<file path="src/rtl/logic_unit_pipe.sv">
// Pipelined bitwise logic unit with valid/ready backpressure and an accumulate mode
// that chains results through an internal register updated at accept time.
module logic_unit_pipe #(
  parameter int WIDTH  = 16,
  parameter int STAGES = 2
) (
  input  logic             clock,
  input  logic             rest,
  input  logic             in_valid,
  output logic             in_ready,
  input  logic [WIDTH-1:0] A,
  input  logic [WIDTH-1:0] B,
  input  logic [3:0]       ALU_FUN,
  input  logic             acc_clr,
  output logic [WIDTH-1:0] logic_out,
  output logic             logic_flag,
  output logic             logic_zero,
  input  logic             out_ready
);

  logic [STAGES-1:0][WIDTH-1:0] r_data;
  logic [STAGES-1:0]            r_zero;
  logic [STAGES-1:0]            r_vld;
  logic [WIDTH-1:0]             r_acc;
  logic [STAGES:0]              w_rdy;
  logic [WIDTH-1:0]             w_y;
  logic [WIDTH-1:0]             w_res;
  logic                         w_acc_en;

  assign w_y = ALU_FUN[3] ? r_acc : B;

  always_comb begin
    w_res = '0;
    case (ALU_FUN[2:0])
      3'b000:  w_res = A & w_y;
      3'b001:  w_res = A | w_y;
      3'b010:  w_res = ~(A & w_y);
      3'b011:  w_res = ~(A | w_y);
      3'b100:  w_res = A ^ w_y;
      3'b101:  w_res = ~(A ^ w_y);
      3'b110:  w_res = A & ~w_y;
      default: w_res = ~A;
    endcase
  end

  // Ready ripples back from the output so full pipes still advance when the head drains.
  always_comb begin
    w_rdy = '0;
    w_rdy[STAGES] = out_ready;
    for (int k = STAGES-1; k >= 0; k--)
      w_rdy[k] = !r_vld[k] || w_rdy[k+1];
  end

  assign in_ready = w_rdy[0];
  assign w_acc_en = in_valid && w_rdy[0] && ALU_FUN[3];

  always_ff @(posedge clock or negedge rest) begin
    if (!rest) begin
      r_data <= '0;
      r_zero <= '0;
      r_vld  <= '0;
    end else begin
      if (w_rdy[0]) begin
        r_vld[0] <= in_valid;
        if (in_valid) begin
          r_data[0] <= w_res;
          r_zero[0] <= (w_res == '0);
        end
      end
      for (int k = 1; k < STAGES; k++) begin
        if (w_rdy[k]) begin
          r_vld[k] <= r_vld[k-1];
          if (r_vld[k-1]) begin
            r_data[k] <= r_data[k-1];
            r_zero[k] <= r_zero[k-1];
          end
        end
      end
    end
  end

  // Clear wins over an accumulate update; the op in that cycle already used the old value.
  always_ff @(posedge clock or negedge rest) begin
    if (!rest)         r_acc <= '0;
    else if (acc_clr)  r_acc <= '0;
    else if (w_acc_en) r_acc <= w_res;
  end

  assign logic_out  = r_data[STAGES-1];
  assign logic_flag = r_vld[STAGES-1];
  assign logic_zero = r_zero[STAGES-1] && r_vld[STAGES-1];

endmodule

</file>
<file path="config.mk">
export PLATFORM = sky130hd
export DESIGN_NAME = logic_unit_pipe
export DESIGN_NICKNAME = d
export VERILOG_FILES = /design/src/rtl/logic_unit_pipe.sv
export SDC_FILE = /design/constraint.sdc
export NUM_CORES = 1
export LEC_CHECK = 0
export ABC_AREA = 1
export CAP_MARGIN = 20
export CORE_MARGIN = 2
export CORE_UTILIZATION = 60
export CTS_BUF_LIST = sky130_fd_sc_hd__clkbuf_4 sky130_fd_sc_hd__clkbuf_8 sky130_fd_sc_hd__clkbuf_16
export DETAILED_ROUTE_END_ITERATION = 6
export PLACE_DENSITY = 0.95
export SETUP_SLACK_MARGIN = 0.2
export SYNTH_ARGS = -nofsm -noshare
export SYNTH_HDL_FRONTEND = slang
export SYNTH_SLANG_ARGS = --single-unit
</file>
<file path="constraint.sdc">
create_clock -name clock -period 2.8 [get_ports clock]
set_clock_uncertainty 0.1 [all_clocks]
set_input_delay 0.28 -clock clock [delete_from_list [all_inputs] [get_ports clock]]
set_output_delay 0.28 -clock clock [all_outputs]
set_load 0.01 [all_outputs]
</file>
==> results.md <==
- The run finished with clean final reports.
- The average instance area after synthesis is 6.88 um^2.
- The half-perimeter wire length after detailed placement is 8390 um.
- The relative max-transition margin is 0.454.
- The later pin in the worst-skew pair is clocked with a latency of 0.31 ns.
- The number of library cell types mapped by synthesis is 25.
- Subtracting the final worst setup slack from the clock period gives 2.38 ns.
- The number of setup violations in the final report is 0.
- The number of nets handed over by synthesis was 706.
- The slack of the worst reg-to-reg path is 0.73 ns.
- The clock tree from TritonCTS is built.
- The sequential standard cell area is 1300 um^2.
- The floorplan step defined a die boundary enclosing 7760 um^2.
- The detail-routed net length per standard cell is 15.3 um.
- The initial detailed-routing violation count is 529.
- Clock tree synthesis found a total of 52 sinks.
- The worst setup path is of the in2reg kind.
- The share of layout cells above drive strength 1 is 0.0577.
- At the worst endpoint, the arrival time is 2.54 ns.
- The initial antenna violation count is 0.
- The repair_antennas step left the layout with diodes totalling 0.
- After clock tree synthesis, the clock-pin slew on the worst setup and hold paths is 0.10 ns.
- The effective utilization at floorplan is 0.621.
- Counting the fill cells in the layout gives 516.
- Across the run, the number of max-cap violations was 0.
- The synthesized instance count is 617.
- The total count of max-transition violations in the final report is 0.
- The detailed-routing iteration count for the pre-antenna-repair pass is 5.
- The top cell type by total area after synthesis is sky130_fd_sc_hd__dfrtp_1.
- On the final layout, the worst hold slack is 0.299 ns.
- In this run the horizontal extent of the chip is 88.1 um.
- In the final timing run, aggregate negative setup slack is 0 ns.
- The minimum setup slack after placement is 0.0661 ns.
- The finished cells cover 4960 um^2.
- The remaining antenna violation count is 0.
- The post-synthesis instance area is 4250 um^2.
- The number of global-route vias before repair came to 4174.
- The quantity of I/O buffers inserted on ports is 59.
- After floorplanning, the core was divided into 30 placement rows.
- The final layout net count is 747.
- The number of synthesized register bits is 52.
- The maximum number of pins on one net before global-route repair is 53.
- Walking the worst path, the cells encountered are clkdlybuf4s50_1 -> buf_12 -> o21ai_0 -> ha_1 -> nand3_1 -> nand2_1 -> nor2_1 -> nand3_1 -> nor2_1 -> nand3_1 -> nor2_1 -> nand2_1 -> nand2_1.
- Setup slack closes at 0.425 ns.
- The worst setup path is captured at a flop.
- Data on the critical path is required at its endpoint by 2.96 ns.
- VDD sags by at most 0.457 mV.
- By area the synthesized netlist is led by sky130_fd_sc_hd__dfrtp_1, sky130_fd_sc_hd__ha_1, sky130_fd_sc_hd__nand2_1.
- The core region is 6830 um^2.
- The pin slew with the least headroom to its limit is 0.814 ns.
- The vias after detailed routing is 4325.
- The number of placed I/O pins is 60.
- The path type of the worst min-delay path is in2async.
- CTS built an H-tree with a depth of 2.
- Summing all placed instances gives a cell area of 4810 um^2.
- The worst-path maximum fanout is 33.
- In this design, the stage delay of the slowest critical-path cell is 0.44 ns.
- The number of buffers on the longest clock path is 2.
- Clock tree synthesis inserted a total of 5 buffers.
- The total power density per cell area is 474 nW/um^2.
- The global-route wire length before repair is 18600 um.
- During synthesis, Yosys emitted a total of 0 warnings.
- The number of remaining DRC errors is 0.
- Setup repair after global routing left no endpoint under its margin.
- The via-per-instance ratio is 5.73.
- After detailed routing, the total wire length is 11600 um.
- The leakage power is 2.57 nW.
- The slowest stage cell on the critical path is sky130_fd_sc_hd__clkdlybuf4s50_1.
- STA classifies the critical path startpoint as a primary input.
- Of the post-synthesis cell area, the dominant cell type holds 0.307.
- Dividing the final minimum period by the clock period gives 0.848.
- The combined area of the multi-input logic cells is 2280 um^2.
- The global-route usage over all layers is 0.302.
- The layout overhead on the synthesized area is 16.9%.
- The part of the Yosys area used for sequential elements is 0.307.
- The last weighted congestion value of the routability-driven placer is 1.01.
- For this run the aggregate overflow at the end of global routing stands at 0.
- The number of endpoints with negative hold slack in the final report is 0.
- The root buffer cell chosen for the clock tree is sky130_fd_sc_hd__clkbuf_8.
- Static timing analysis puts the maximum clock frequency at 421 MHz.
- The die extent in y is 88.1 um.
==> layout make-up <==
class                      instances  share of cell area
sequential                        52               0.262
clock inverter                     2             0.00782
inverter                         106              0.0802
timing repair buffer              76               0.149
tap                               96              0.0242
multi-input combinational        417               0.460
clock buffer                       6              0.0166
==> cells in the mapped netlist <==
| library cell | number |
|---|---|
| sky130_fd_sc_hd__nand2_1 | 143 |
| sky130_fd_sc_hd__inv_1 | 102 |
| sky130_fd_sc_hd__o21ai_0 | 76 |
| sky130_fd_sc_hd__nor2_1 | 62 |
| sky130_fd_sc_hd__nand3_1 | 54 |
| sky130_fd_sc_hd__dfrtp_1 | 52 |
| sky130_fd_sc_hd__ha_1 | 48 |
| sky130_fd_sc_hd__buf_4 | 20 |
| sky130_fd_sc_hd__nand4_1 | 13 |
| sky130_fd_sc_hd__buf_2 | 9 |
| sky130_fd_sc_hd__clkbuf_1 | 9 |
| sky130_fd_sc_hd__nand3b_1 | 5 |
| sky130_fd_sc_hd__mux2_2 | 4 |
| sky130_fd_sc_hd__buf_6 | 3 |
| sky130_fd_sc_hd__inv_2 | 3 |
| sky130_fd_sc_hd__o22ai_1 | 3 |
| sky130_fd_sc_hd__nor3_2 | 2 |
| sky130_fd_sc_hd__o21ai_1 | 2 |
| sky130_fd_sc_hd__a21oi_1 | 1 |
| sky130_fd_sc_hd__buf_1 | 1 |
| sky130_fd_sc_hd__clkinv_1 | 1 |
| sky130_fd_sc_hd__nand2_2 | 1 |
| sky130_fd_sc_hd__nand3_4 | 1 |
| sky130_fd_sc_hd__nor2_2 | 1 |
| sky130_fd_sc_hd__nor2_4 | 1 |
==> per-stage QoR <==
step / utilization / total power (W) / cells
after floorplan: - / 0.00150 / 617
after global placement: 0.704 / 0.00174 / 745
after detailed placement: 0.704 / 0.00179 / 745
after CTS: 0.722 / 0.00234 / 753
after global routing: 0.726 / 0.00247 / 755
final: 0.726 / 0.00235 / 755
==> layout by cell type, fill, tap and decap left out <==
master and count:
sky130_fd_sc_hd__o21ai_1 3, sky130_fd_sc_hd__buf_12 2, sky130_fd_sc_hd__o22ai_1 3, sky130_fd_sc_hd__nand3b_1 5
sky130_fd_sc_hd__nor2_1 62, sky130_fd_sc_hd__dfrtp_1 52, sky130_fd_sc_hd__mux2_2 4, sky130_fd_sc_hd__nand2_1 143
sky130_fd_sc_hd__clkdlybuf4s50_1 58, sky130_fd_sc_hd__nor3_2 2, sky130_fd_sc_hd__dlygate4sd3_1 1, sky130_fd_sc_hd__nor2_2 1
sky130_fd_sc_hd__inv_1 102, sky130_fd_sc_hd__nand3_1 54, sky130_fd_sc_hd__nand4_1 13, sky130_fd_sc_hd__bufinv_16 1
sky130_fd_sc_hd__clkinv_4 1, sky130_fd_sc_hd__inv_2 3, sky130_fd_sc_hd__nand3_4 1, sky130_fd_sc_hd__nand2_2 1
sky130_fd_sc_hd__o21ai_0 75, sky130_fd_sc_hd__buf_2 1, sky130_fd_sc_hd__nor2_4 1, sky130_fd_sc_hd__clkbuf_8 6
sky130_fd_sc_hd__buf_4 14, sky130_fd_sc_hd__ha_1 48, sky130_fd_sc_hd__a21oi_1 1, sky130_fd_sc_hd__clkinv_1 1
==> routing by layer <==
metal	share of wire	wire, um	vias up	GRT usage
met5	0	0	-	0
met4	0.041	478	0	0.149
met3	0.081	937	57	0.0424
met2	0.50	5740	268	0.530
met1	0.38	4390	2004	0.362
li1	-	-	1996	-
==> worst paths after layout <==
kind,cells past startpoint,to,start
setup / recovery,13,r_zero[0],ALU_FUN[3]
hold / removal,2,r_data[4],rest
setup reg to reg,14,r_zero[0],r_acc[11]
hold reg to reg,2,logic_out[13],logic_out[13]
max in group asynchronous,3,r_acc[15],rest
min in group clock,2,logic_out[13],logic_out[13]
==> critical path: cells and delay by family <==
family                     cells  cell delay [ns]
and+or+nand+nor                9             0.86
buffers and inverters          2             0.62
AOI/OAI and AO/OA              1             0.42
adders and majority gates      1             0.34
==> kinds of logic after synthesis <==
| kind of cell | after synthesis | share of synthesized area |
|---|---|---|
| buf+inv | 148 | 0.156 |
| simple gates | 283 | 0.287 |
| mux | 4 | 0.0106 |
| fa+ha+maj | 48 | 0.141 |
| compound gates | 82 | 0.0976 |
| flops | 52 | 0.307 |
==> power by group <==
group,switching (W),internal [W],leakage [nW]
combinational,0.000472,0.000368,1.83
sequential,0.0000705,0.000890,0.674
clock,0.000259,0.000293,0.0614
total,0.000802,0.00155,2.57
==> state kept, by name, indices dropped and copies added, names as in the netlist <==
name	count
logic_out	16
r_acc	16
r_data	16
r_vld	2
r_zero	2
==> timing repair <==
action,CTS,global route
endpoints found under the hold margin,0,14
buffers inserted,0,0
gates resized for setup,0,1
setup endpoints to repair,0,1
hold buffers,0,1
Note: power is estimated with default switching activity, not from simulation.
